$ cat src/rtl/fc_pkg.sv
// fc_pkg: shared widths, int8 limits and the saturating narrow for the FC requant/pack block.
// Latency: n/a (constants and a pure function only).
// Backpressure: n/a.
package fc_pkg;

    localparam int FC_IN_W       = 21;                       // signed neuron sum
    localparam int FC_MULT_W     = 16;                       // unsigned requant multiplier
    localparam int FC_SHIFT_W    = 5;                        // right-shift amount 0..31
    localparam int FC_OUT_W      = 8;                        // int8 result
    localparam int FC_PACK_N     = 8;                        // lanes per output word
    localparam int FC_FIFO_DEPTH = 4;                        // output word FIFO depth
    localparam int FC_CNT_W      = 4;                        // lane count field, holds 0..8
    localparam int FC_PROD_W     = FC_IN_W + FC_MULT_W + 1;  // exact signed product, 38 bits
    localparam int FC_ACC_W      = FC_PROD_W + 2;            // room for rounding add and zero-point add

    localparam int INT8_MIN = -128;
    localparam int INT8_MAX = 127;

    // Clamp a wide signed value into the int8 range.
    function automatic logic signed [FC_OUT_W-1:0] sat_int8(input logic signed [FC_ACC_W-1:0] x);
        logic signed [FC_ACC_W-1:0] hi;
        logic signed [FC_ACC_W-1:0] lo;
        hi = FC_ACC_W'(INT8_MAX);
        lo = FC_ACC_W'(INT8_MIN);
        if (x > hi) begin
            return FC_OUT_W'(hi);
        end else if (x < lo) begin
            return FC_OUT_W'(lo);
        end else begin
            return FC_OUT_W'(x);
        end
    endfunction

endpackage

$ cat src/rtl/fc_requant_pack_if.sv
// fc_requant_pack_if: element input stream plus packed-word output stream of the requant/pack block.
// Latency: n/a (wires only).
// Backpressure: input side has none (in_valid strobe); output side is valid/ready.
//   in_valid/in_data : one-cycle element strobe and signed sum
//   flush            : strobe, emit the partially filled word
//   out_valid/out_ready/out_data/out_cnt : FIFO head word and its number of valid lanes
//   master = upstream producer and writeback consumer, slave = fc_requant_pack
interface fc_requant_pack_if;
    import fc_pkg::*;

    logic                                in_valid;
    logic signed [FC_IN_W-1:0]           in_data;
    logic                                flush;
    logic                                out_valid;
    logic                                out_ready;
    logic [FC_PACK_N*FC_OUT_W-1:0]       out_data;
    logic [FC_CNT_W-1:0]                 out_cnt;

    modport master (
        output in_valid, in_data, flush, out_ready,
        input  out_valid, out_data, out_cnt
    );

    modport slave (
        input  in_valid, in_data, flush, out_ready,
        output out_valid, out_data, out_cnt
    );
endinterface

$ cat src/rtl/fc_out_fifo.sv
// fc_out_fifo: small synchronous word FIFO, registered storage, no fall-through.
// Latency: a write is visible at the head the cycle after it is accepted.
// Backpressure: a write while full is refused unless a read frees a slot that same cycle.
//   clk, rst (sync, active-high) ; wr_en/wr_dat/full ; rd_en/rd_dat/empty
//   rd_dat reads as zero while empty so the head bus is clean after reset.
module fc_out_fifo #(
    parameter int WIDTH = 68,
    parameter int DEPTH = 4
) (
    input  logic             clk,
    input  logic             rst,
    input  logic             wr_en,
    input  logic [WIDTH-1:0] wr_dat,
    output logic             full,
    input  logic             rd_en,
    output logic [WIDTH-1:0] rd_dat,
    output logic             empty
);
    localparam int AW = $clog2(DEPTH);

    logic [WIDTH-1:0] mem [DEPTH];
    logic [AW:0]      wr_ptr;
    logic [AW:0]      rd_ptr;
    logic             do_wr;
    logic             do_rd;

    // Extra pointer bit distinguishes full from empty when the indices match.
    assign empty = (wr_ptr == rd_ptr);
    assign full  = (wr_ptr[AW] != rd_ptr[AW]) && (wr_ptr[AW-1:0] == rd_ptr[AW-1:0]);

    assign do_rd = rd_en && !empty;
    assign do_wr = wr_en && (!full || do_rd);

    always_ff @(posedge clk) begin
        if (rst) begin
            wr_ptr <= '0;
            rd_ptr <= '0;
        end else begin
            if (do_wr) begin
                wr_ptr <= wr_ptr + 1'b1;
            end
            if (do_rd) begin
                rd_ptr <= rd_ptr + 1'b1;
            end
        end
    end

    // Storage needs no reset: the head is masked while empty.
    always_ff @(posedge clk) begin
        if (do_wr) begin
            mem[wr_ptr[AW-1:0]] <= wr_dat;
        end
    end

    assign rd_dat = empty ? '0 : mem[rd_ptr[AW-1:0]];

endmodule

$ cat src/rtl/fc_requant_pack.sv
// fc_requant_pack: requantize 21-bit FC sums to int8 and pack 8 per 64-bit word into an output FIFO.
// Latency: in_valid at cycle t -> completed word on out_valid at t+3 when the FIFO is empty.
// Backpressure: none upstream; a word pushed into a full FIFO is dropped and overflow sticks high.
//   clk, rst (sync, active-high)
//   bus (slave)  : in_valid/in_data/flush in, out_valid/out_ready/out_data/out_cnt out
//   cfg_mult/cfg_shift/cfg_zp : quasi-static requant settings, change only while idle
//   overflow : sticky word-drop flag ; busy : anything held in pipeline, packer or FIFO
//   Build option FC_RELU_EN: clamp each result to at least cfg_zp (quantized ReLU).
module fc_requant_pack
    import fc_pkg::*;
#(
    parameter int IN_W       = FC_IN_W,
    parameter int MULT_W     = FC_MULT_W,
    parameter int SHIFT_W    = FC_SHIFT_W,
    parameter int OUT_W      = FC_OUT_W,
    parameter int PACK_N     = FC_PACK_N,
    parameter int FIFO_DEPTH = FC_FIFO_DEPTH
) (
    input  logic                      clk,
    input  logic                      rst,
    fc_requant_pack_if.slave          bus,
    input  logic [MULT_W-1:0]         cfg_mult,
    input  logic [SHIFT_W-1:0]        cfg_shift,
    input  logic signed [OUT_W-1:0]   cfg_zp,
    output logic                      overflow,
    output logic                      busy
);
    localparam int PROD_W = IN_W + MULT_W + 1;
    localparam int ACC_W  = PROD_W + 2;
    localparam int LCW    = $clog2(PACK_N);
    localparam int CNT_W  = FC_CNT_W;
    localparam int WORD_W = PACK_N * OUT_W;
    localparam int ENT_W  = CNT_W + WORD_W;

    // ---------------- S1: exact signed product ----------------
    logic                     s1_vld;
    logic signed [PROD_W-1:0] s1_prod;

    always_ff @(posedge clk) begin
        if (rst) begin
            s1_vld  <= 1'b0;
            s1_prod <= '0;
        end else begin
            s1_vld <= bus.in_valid;
            if (bus.in_valid) begin
                // Zero-extend the multiplier so the product stays a signed*signed multiply.
                s1_prod <= $signed(bus.in_data) * $signed({1'b0, cfg_mult});
            end
        end
    end

    // ---------------- S2: round-shift, zero-point, saturate ----------------
    logic signed [ACC_W-1:0] prod_x;
    logic signed [ACC_W-1:0] rnd;
    logic signed [ACC_W-1:0] sh;
    logic signed [ACC_W-1:0] zp_x;
    logic signed [ACC_W-1:0] v_wide;
    logic signed [OUT_W-1:0] v_sat;
    logic signed [OUT_W-1:0] v_out;
    logic [SHIFT_W-1:0]      shift_m1;

    always_comb begin
        prod_x   = {{(ACC_W-PROD_W){s1_prod[PROD_W-1]}}, s1_prod};
        shift_m1 = cfg_shift - SHIFT_W'(1);
        // Half-LSB bias before an arithmetic shift gives round-half-up toward +inf.
        rnd      = (cfg_shift == '0) ? '0 : (ACC_W'(1) <<< shift_m1);
        sh       = (prod_x + rnd) >>> cfg_shift;
        zp_x     = {{(ACC_W-OUT_W){cfg_zp[OUT_W-1]}}, cfg_zp};
        v_wide   = sh + zp_x;
        v_sat    = sat_int8(v_wide);
`ifdef FC_RELU_EN
        v_out    = (v_sat < cfg_zp) ? cfg_zp : v_sat;
`else
        v_out    = v_sat;
`endif
    end

    logic                    s2_vld;
    logic signed [OUT_W-1:0] s2_val;

    always_ff @(posedge clk) begin
        if (rst) begin
            s2_vld <= 1'b0;
            s2_val <= '0;
        end else begin
            s2_vld <= s1_vld;
            if (s1_vld) begin
                s2_val <= v_out;
            end
        end
    end

    // ---------------- S3: lane packer ----------------
    // Lanes above lane_cnt are always zero, so a partial word needs no extra masking.
    logic [PACK_N-1:0][OUT_W-1:0] lanes_q;
    logic [PACK_N-1:0][OUT_W-1:0] lanes_nxt;
    logic [LCW-1:0]               lane_cnt;
    logic [CNT_W-1:0]             cnt_nxt;
    logic                         push_vld;
    logic [ENT_W-1:0]             push_dat;

    always_comb begin
        lanes_nxt = lanes_q;
        cnt_nxt   = {1'b0, lane_cnt};
        if (s2_vld) begin
            lanes_nxt[lane_cnt] = s2_val;
            cnt_nxt             = {1'b0, lane_cnt} + CNT_W'(1);
        end
        // An arriving element is merged before the flush decision, so a flush that
        // completes the word yields exactly one full push.
        push_vld = (cnt_nxt == CNT_W'(PACK_N)) || (bus.flush && (cnt_nxt != '0));
        push_dat = {cnt_nxt, lanes_nxt};
    end

    always_ff @(posedge clk) begin
        if (rst) begin
            lanes_q  <= '0;
            lane_cnt <= '0;
        end else if (push_vld) begin
            lanes_q  <= '0;
            lane_cnt <= '0;
        end else begin
            lanes_q  <= lanes_nxt;
            lane_cnt <= cnt_nxt[LCW-1:0];
        end
    end

    // ---------------- output FIFO ----------------
    logic             fifo_full;
    logic             fifo_empty;
    logic             pop;
    logic [ENT_W-1:0] head;

    assign pop = bus.out_valid && bus.out_ready;

    fc_out_fifo #(
        .WIDTH (ENT_W),
        .DEPTH (FIFO_DEPTH)
    ) u_fifo (
        .clk    (clk),
        .rst    (rst),
        .wr_en  (push_vld),
        .wr_dat (push_dat),
        .full   (fifo_full),
        .rd_en  (pop),
        .rd_dat (head),
        .empty  (fifo_empty)
    );

    assign bus.out_valid = !fifo_empty;
    assign bus.out_cnt   = head[ENT_W-1:WORD_W];
    assign bus.out_data  = head[WORD_W-1:0];

    // A pop in the same cycle frees a slot, so only an unrelieved full FIFO drops.
    always_ff @(posedge clk) begin
        if (rst) begin
            overflow <= 1'b0;
        end else if (push_vld && fifo_full && !pop) begin
            overflow <= 1'b1;
        end
    end

    assign busy = s1_vld || s2_vld || (lane_cnt != '0) || !fifo_empty;

endmodule

$ cat src/flat_wrapper.sv
// flat-port wrapper written by rule: the top's interface ports become plain ports
module fc_requant_pack_flat import fc_pkg::*;
#(
    parameter int IN_W       = FC_IN_W,
    parameter int MULT_W     = FC_MULT_W,
    parameter int SHIFT_W    = FC_SHIFT_W,
    parameter int OUT_W      = FC_OUT_W,
    parameter int PACK_N     = FC_PACK_N,
    parameter int FIFO_DEPTH = FC_FIFO_DEPTH
)
  (clk, rst, cfg_mult, cfg_shift, cfg_zp, overflow, busy, bus_in_valid, bus_in_data, bus_flush, bus_out_ready, bus_out_valid, bus_out_data, bus_out_cnt);
  fc_requant_pack_if bus_i ();
  input  logic clk;
  input  logic rst;
  input  logic [MULT_W-1:0] cfg_mult;
  input  logic [SHIFT_W-1:0] cfg_shift;
  input  logic signed [OUT_W-1:0] cfg_zp;
  output logic overflow;
  output logic busy;
  input wire logic [$bits(bus_i.in_valid)-1:0] bus_in_valid;
  input wire logic [$bits(bus_i.in_data)-1:0] bus_in_data;
  input wire logic [$bits(bus_i.flush)-1:0] bus_flush;
  input wire logic [$bits(bus_i.out_ready)-1:0] bus_out_ready;
  output wire logic [$bits(bus_i.out_valid)-1:0] bus_out_valid;
  output wire logic [$bits(bus_i.out_data)-1:0] bus_out_data;
  output wire logic [$bits(bus_i.out_cnt)-1:0] bus_out_cnt;
  assign bus_i.in_valid = bus_in_valid;
  assign bus_i.in_data = bus_in_data;
  assign bus_i.flush = bus_flush;
  assign bus_i.out_ready = bus_out_ready;
  assign bus_out_valid = bus_i.out_valid;
  assign bus_out_data = bus_i.out_data;
  assign bus_out_cnt = bus_i.out_cnt;
  fc_requant_pack #(.IN_W(IN_W), .MULT_W(MULT_W), .SHIFT_W(SHIFT_W), .OUT_W(OUT_W), .PACK_N(PACK_N), .FIFO_DEPTH(FIFO_DEPTH)) u_core (.clk(clk), .rst(rst), .bus(bus_i), .cfg_mult(cfg_mult), .cfg_shift(cfg_shift), .cfg_zp(cfg_zp), .overflow(overflow), .busy(busy));
endmodule
$ cat config.mk
export PLATFORM = sky130hd
export DESIGN_NAME = fc_requant_pack_flat
export DESIGN_NICKNAME = d
export VERILOG_FILES = /design/src/rtl/fc_pkg.sv /design/src/rtl/fc_requant_pack_if.sv /design/src/rtl/fc_out_fifo.sv /design/src/rtl/fc_requant_pack.sv /design/src/flat_wrapper.sv
export SDC_FILE = /design/constraint.sdc
export NUM_CORES = 2
export LEC_CHECK = 0
export CAP_MARGIN = 20
export CELL_PAD_IN_SITES_DETAIL_PLACEMENT = 2
export CELL_PAD_IN_SITES_GLOBAL_PLACEMENT = 2
export CORE_MARGIN = 4
export CORE_UTILIZATION = 38
export DETAILED_ROUTE_END_ITERATION = 6
export PLACE_DENSITY = 0.89
export SLEW_MARGIN = 20
export SYNTH_ARGS = -nofsm -noshare
export SYNTH_HDL_FRONTEND = slang
export SYNTH_SLANG_ARGS = --single-unit
export TNS_END_PERCENT = 100
$ cat constraint.sdc
create_clock -name clk -period 10.4 [get_ports clk]
set_clock_uncertainty 0.05 [all_clocks]
set_input_delay 2.6 -clock clk [delete_from_list [all_inputs] [get_ports clk]]
set_output_delay 2.6 -clock clk [all_outputs]
set_load 0.01 [all_outputs]
==> results.cfg <==
[final_layout]
layout_common_cells = inv_1 (398), nand2_1 (343), fa_1 (335), edfxtp_1 (272), buf_4 (237)
drive_gt1_frac = 0.161
fillers = 8987
final_util = 0.450
finalNonFillerCells = 4735
layout_commonest_cell = inv_1
diodes = 0
syn_to_final_growth_pct = 16.7
layout.nets = 4101

[clock_tree]
clockBufferDepth = 3
clkSinkCount = 396
numCtsBuffers = 43
insertion_delay_ns = 0.62
clk_pin_slew_ns = 0.06
htree_levels = 2
cts_hold_buf = 0
cts_tree = done
root_buffer = clkbuf_16

[worst_setup_path]
crit_required_ns = 10.86
crit_fanout = 9
critPathTopFamily = simple AND/OR/NAND/NOR gates
crit_arrival_ns = 10.78
endpoint_kind = register
endpoint = u_core.s2_val[3]
r2r-end = u_core.s2_val[3]
r2r_cells = 30
cp.depth = 35
crit_start = cfg_shift[3]
r2r-start = u_core.s1_prod[0]
slowest_delay_ns = 0.57
critPathLaunchType = input pin
r2r_slack_ns = 2.65
critical_path_buf_inv_count = 6
criticalPathCategory = in -> reg
slowest_stage = mux4_2

[hold_path]
worstHoldPathType = reg -> reg

[logic_synthesis]
synth_compound_area_frac = 0.0902
synth_warnings = 0
synth_top_area_share = 0.239
yosys.area.top_type = edfxtp_1
synth_top_family_by_area = adder cells
synthArstFlopShare = 0
syn_area_mm2 = 0.0342
synth_xor_area_frac = 0.0294
synth_edf_count = 272
synthTopCellsByArea = edfxtp_1 (24%), fa_1 (20%), dfxtp_1 (7.3%)
synth-adder-area-share = 0.260
syn-num-nets = 3848
ys_seq_elements = 396
synth_ff_type = edfxtp_1
avgSynthCellArea_um2 = 10.4
synth_cells = 3283
ys_seq_area_frac = 0.311
synthMuxAreaShare = 0.103
synth.distinct_cells = 90
yosys.area_share.simple = 0.144

[power_and_ir_drop]
peakVddDrop_uv = 391
internal_power_mw = 7.01
switching_share = 0.505
combPwrFrac = 0.749
p_leak_nw = 17.0
seqPwrFrac = 0.131
p_sw_mw = 7.15
totalPowerFinal_mw = 14.2
power_density_mw_per_mm2 = 355
p_clk_frac = 0.119

[floorplan]
core_area_mm2 = 0.0888
die-height_um = 308
rows = 109
die_width_um = 308
start_util = 0.385
die-area_mm2 = 0.0949
ios = 126

[global_routing]
grt_usage = 0.316
first_global_vias = 33300
grt_pass1_wl_um = 224000
grt_max_degree = 71
antenna_found_initial = 2
grt_overflow = 0

[routing]
wirelength_um = 153000
viasPerCell = 6.10
dr_wl_met3_um = 8420
met1Wirelength_um = 53800
first_pass_iters = 5
wl_met2_um = 78000
vias = 28900
drt-initial-drc-count = 2480
top_layer = met5
antenna_left = 0
drc = 0
wl_per_cell_um = 32.3

[timing]
fin_ws_ns = 0.0841
fmax_mhz = 96.9
maxSlewHeadroom = 0.220
setup_viol = 0
finalHoldViolations = 0
period_needed_ns = 10.32
final_max_slew_viol_count = 0
layout_worst_path_cycle_share = 0.992
worst_pin_slew_ns = 1.17

[placed_design]
gp_congestion = 0.891
post-place-ws_ns = -0.567
hpwlAfterDp_um = 105000
placed_cells = 4653
io_buffers = 125

[flow_run]
maxCapViolCount = 0

[outcome]
status = finished, final reports clean
==> state kept, by name, summed over array words and instances (netlist names), named ones only <==
register              cells
u_core.u_fifo.wr_ptr      3
u_core.lane_cnt           3
u_core.u_fifo.rd_ptr      3
u_core.u_fifo.mem       272
u_core.s2_val             8
u_core.s1_prod           38
u_core.lanes_q           64
u_core.overflow           1
u_core.s2_vld             1
u_core.s1_vld             1
==> power by group through the flow <==
stage	registers, mW	clock network (mW)	logic [mW]
after detailed placement	1.88	0	10.0
after floorplan	1.82	0	6.54
after global placement	1.87	0	8.64
final	1.86	1.69	10.6
after CTS	1.85	1.69	10.4
after global routing	1.86	1.75	11.3
==> logic make-up after synthesis <==
group / Yosys count
flip-flops: 396
multiplexers: 241
XOR/XNOR: 115
other: 1
adder cells (fa/ha/maj): 510
AO/OA/AOI/OAI: 465
AND/OR/NAND/NOR: 993
buffers and inverters: 562
==> synth_stat cells, types with 5 or more instances <==
cell type  number
a211o_1         7
a211oi_1       47
a21boi_0        5
a21o_1         53
a21oi_1       134
a221oi_1        5
a31o_2          5
a31oi_1        22
and2_1        161
and3_1         18
and4_1          7
buf_1          12
clkbuf_1      145
dfxtp_1       124
edfxtp_1      272
fa_1          337
ha_1          173
inv_1         399
mux2_2         81
mux2i_1        80
mux4_2         80
nand2_1       346
nand2b_1       20
nand3_1        30
nand4_1        13
nor2_1        166
nor2b_1       140
nor3_1         36
nor4_1         11
o211ai_1       12
o21a_1         16
o21ai_0        68
o21ai_1         8
o21bai_1        8
o22ai_1         7
o31a_1          8
o31ai_1         5
or2_2           7
or3_1          16
xnor2_1        76
xor2_1         39
==> worst min path at each step <==
stage / endpoint / from / cells past startpoint / slack (ns)
after floorplan: u_core.lanes_q[56] / u_core.lanes_q[56] / 2 / 0.39
after global placement: u_core.lanes_q[63] / u_core.lanes_q[63] / 2 / 0.40
after detailed placement: u_core.lanes_q[59] / u_core.lanes_q[59] / 2 / 0.42
after CTS: u_core.lanes_q[59] / u_core.lanes_q[59] / 2 / 0.45
after global routing: u_core.s1_prod[17] / u_core.s1_prod[17] / 2 / 0.47
final: u_core.lanes_q[59] / u_core.lanes_q[59] / 2 / 0.45
==> cell type report <==
class | instances | area, um^2 | share of cell area
Sequential cell | 396 | 10700 | 0.267
Timing Repair Buffer | 367 | 3100 | 0.0777
Inverter | 403 | 1510 | 0.0379
Clock buffer | 60 | 1210 | 0.0303
Clock inverter | 19 | 250 | 0.00627
Tap cell | 1165 | 1460 | 0.0365
Multi-Input combinational cell | 2325 | 21700 | 0.545
==> worst reg2reg max path: cells and delay by family (launching register included) <==
| family | cells | cell delay, ns |
|---|---|---|
| AO/OA/AOI/OAI | 12 | 2.87 |
| XOR/XNOR | 2 | 0.50 |
| adder cells (fa/ha/maj) | 3 | 0.91 |
| buffers and inverters | 3 | 0.44 |
| flip-flops | 1 | 0.37 |
| multiplexers | 2 | 0.85 |
| AND/OR/NAND/NOR | 8 | 1.66 |
==> metal layers <==
metal,GRT usage,vias up
met5,0,-
met4,0.210,4
met1,0.343,15100
li1,-,11600
met3,0.0433,682
met2,0.574,1539
==> stage by stage <==
step	cell area (um^2)	hold slack (ns)	TNS [ns]
detailed placement	38100	0.420	-4.68
finish	39900	0.452	0
global route	39900	0.475	-0.782
floorplan	34200	0.394	0
global placement	38100	0.400	0
CTS	39700	0.454	0
==> repair_timing <==
action	in CTS	in global routing
setup buffers	0	2
pin swaps	2	14
setup endpoints to repair	11	11
cloned	0	0
gates resized for setup	27	48
(Power assumes the default switching activity.)
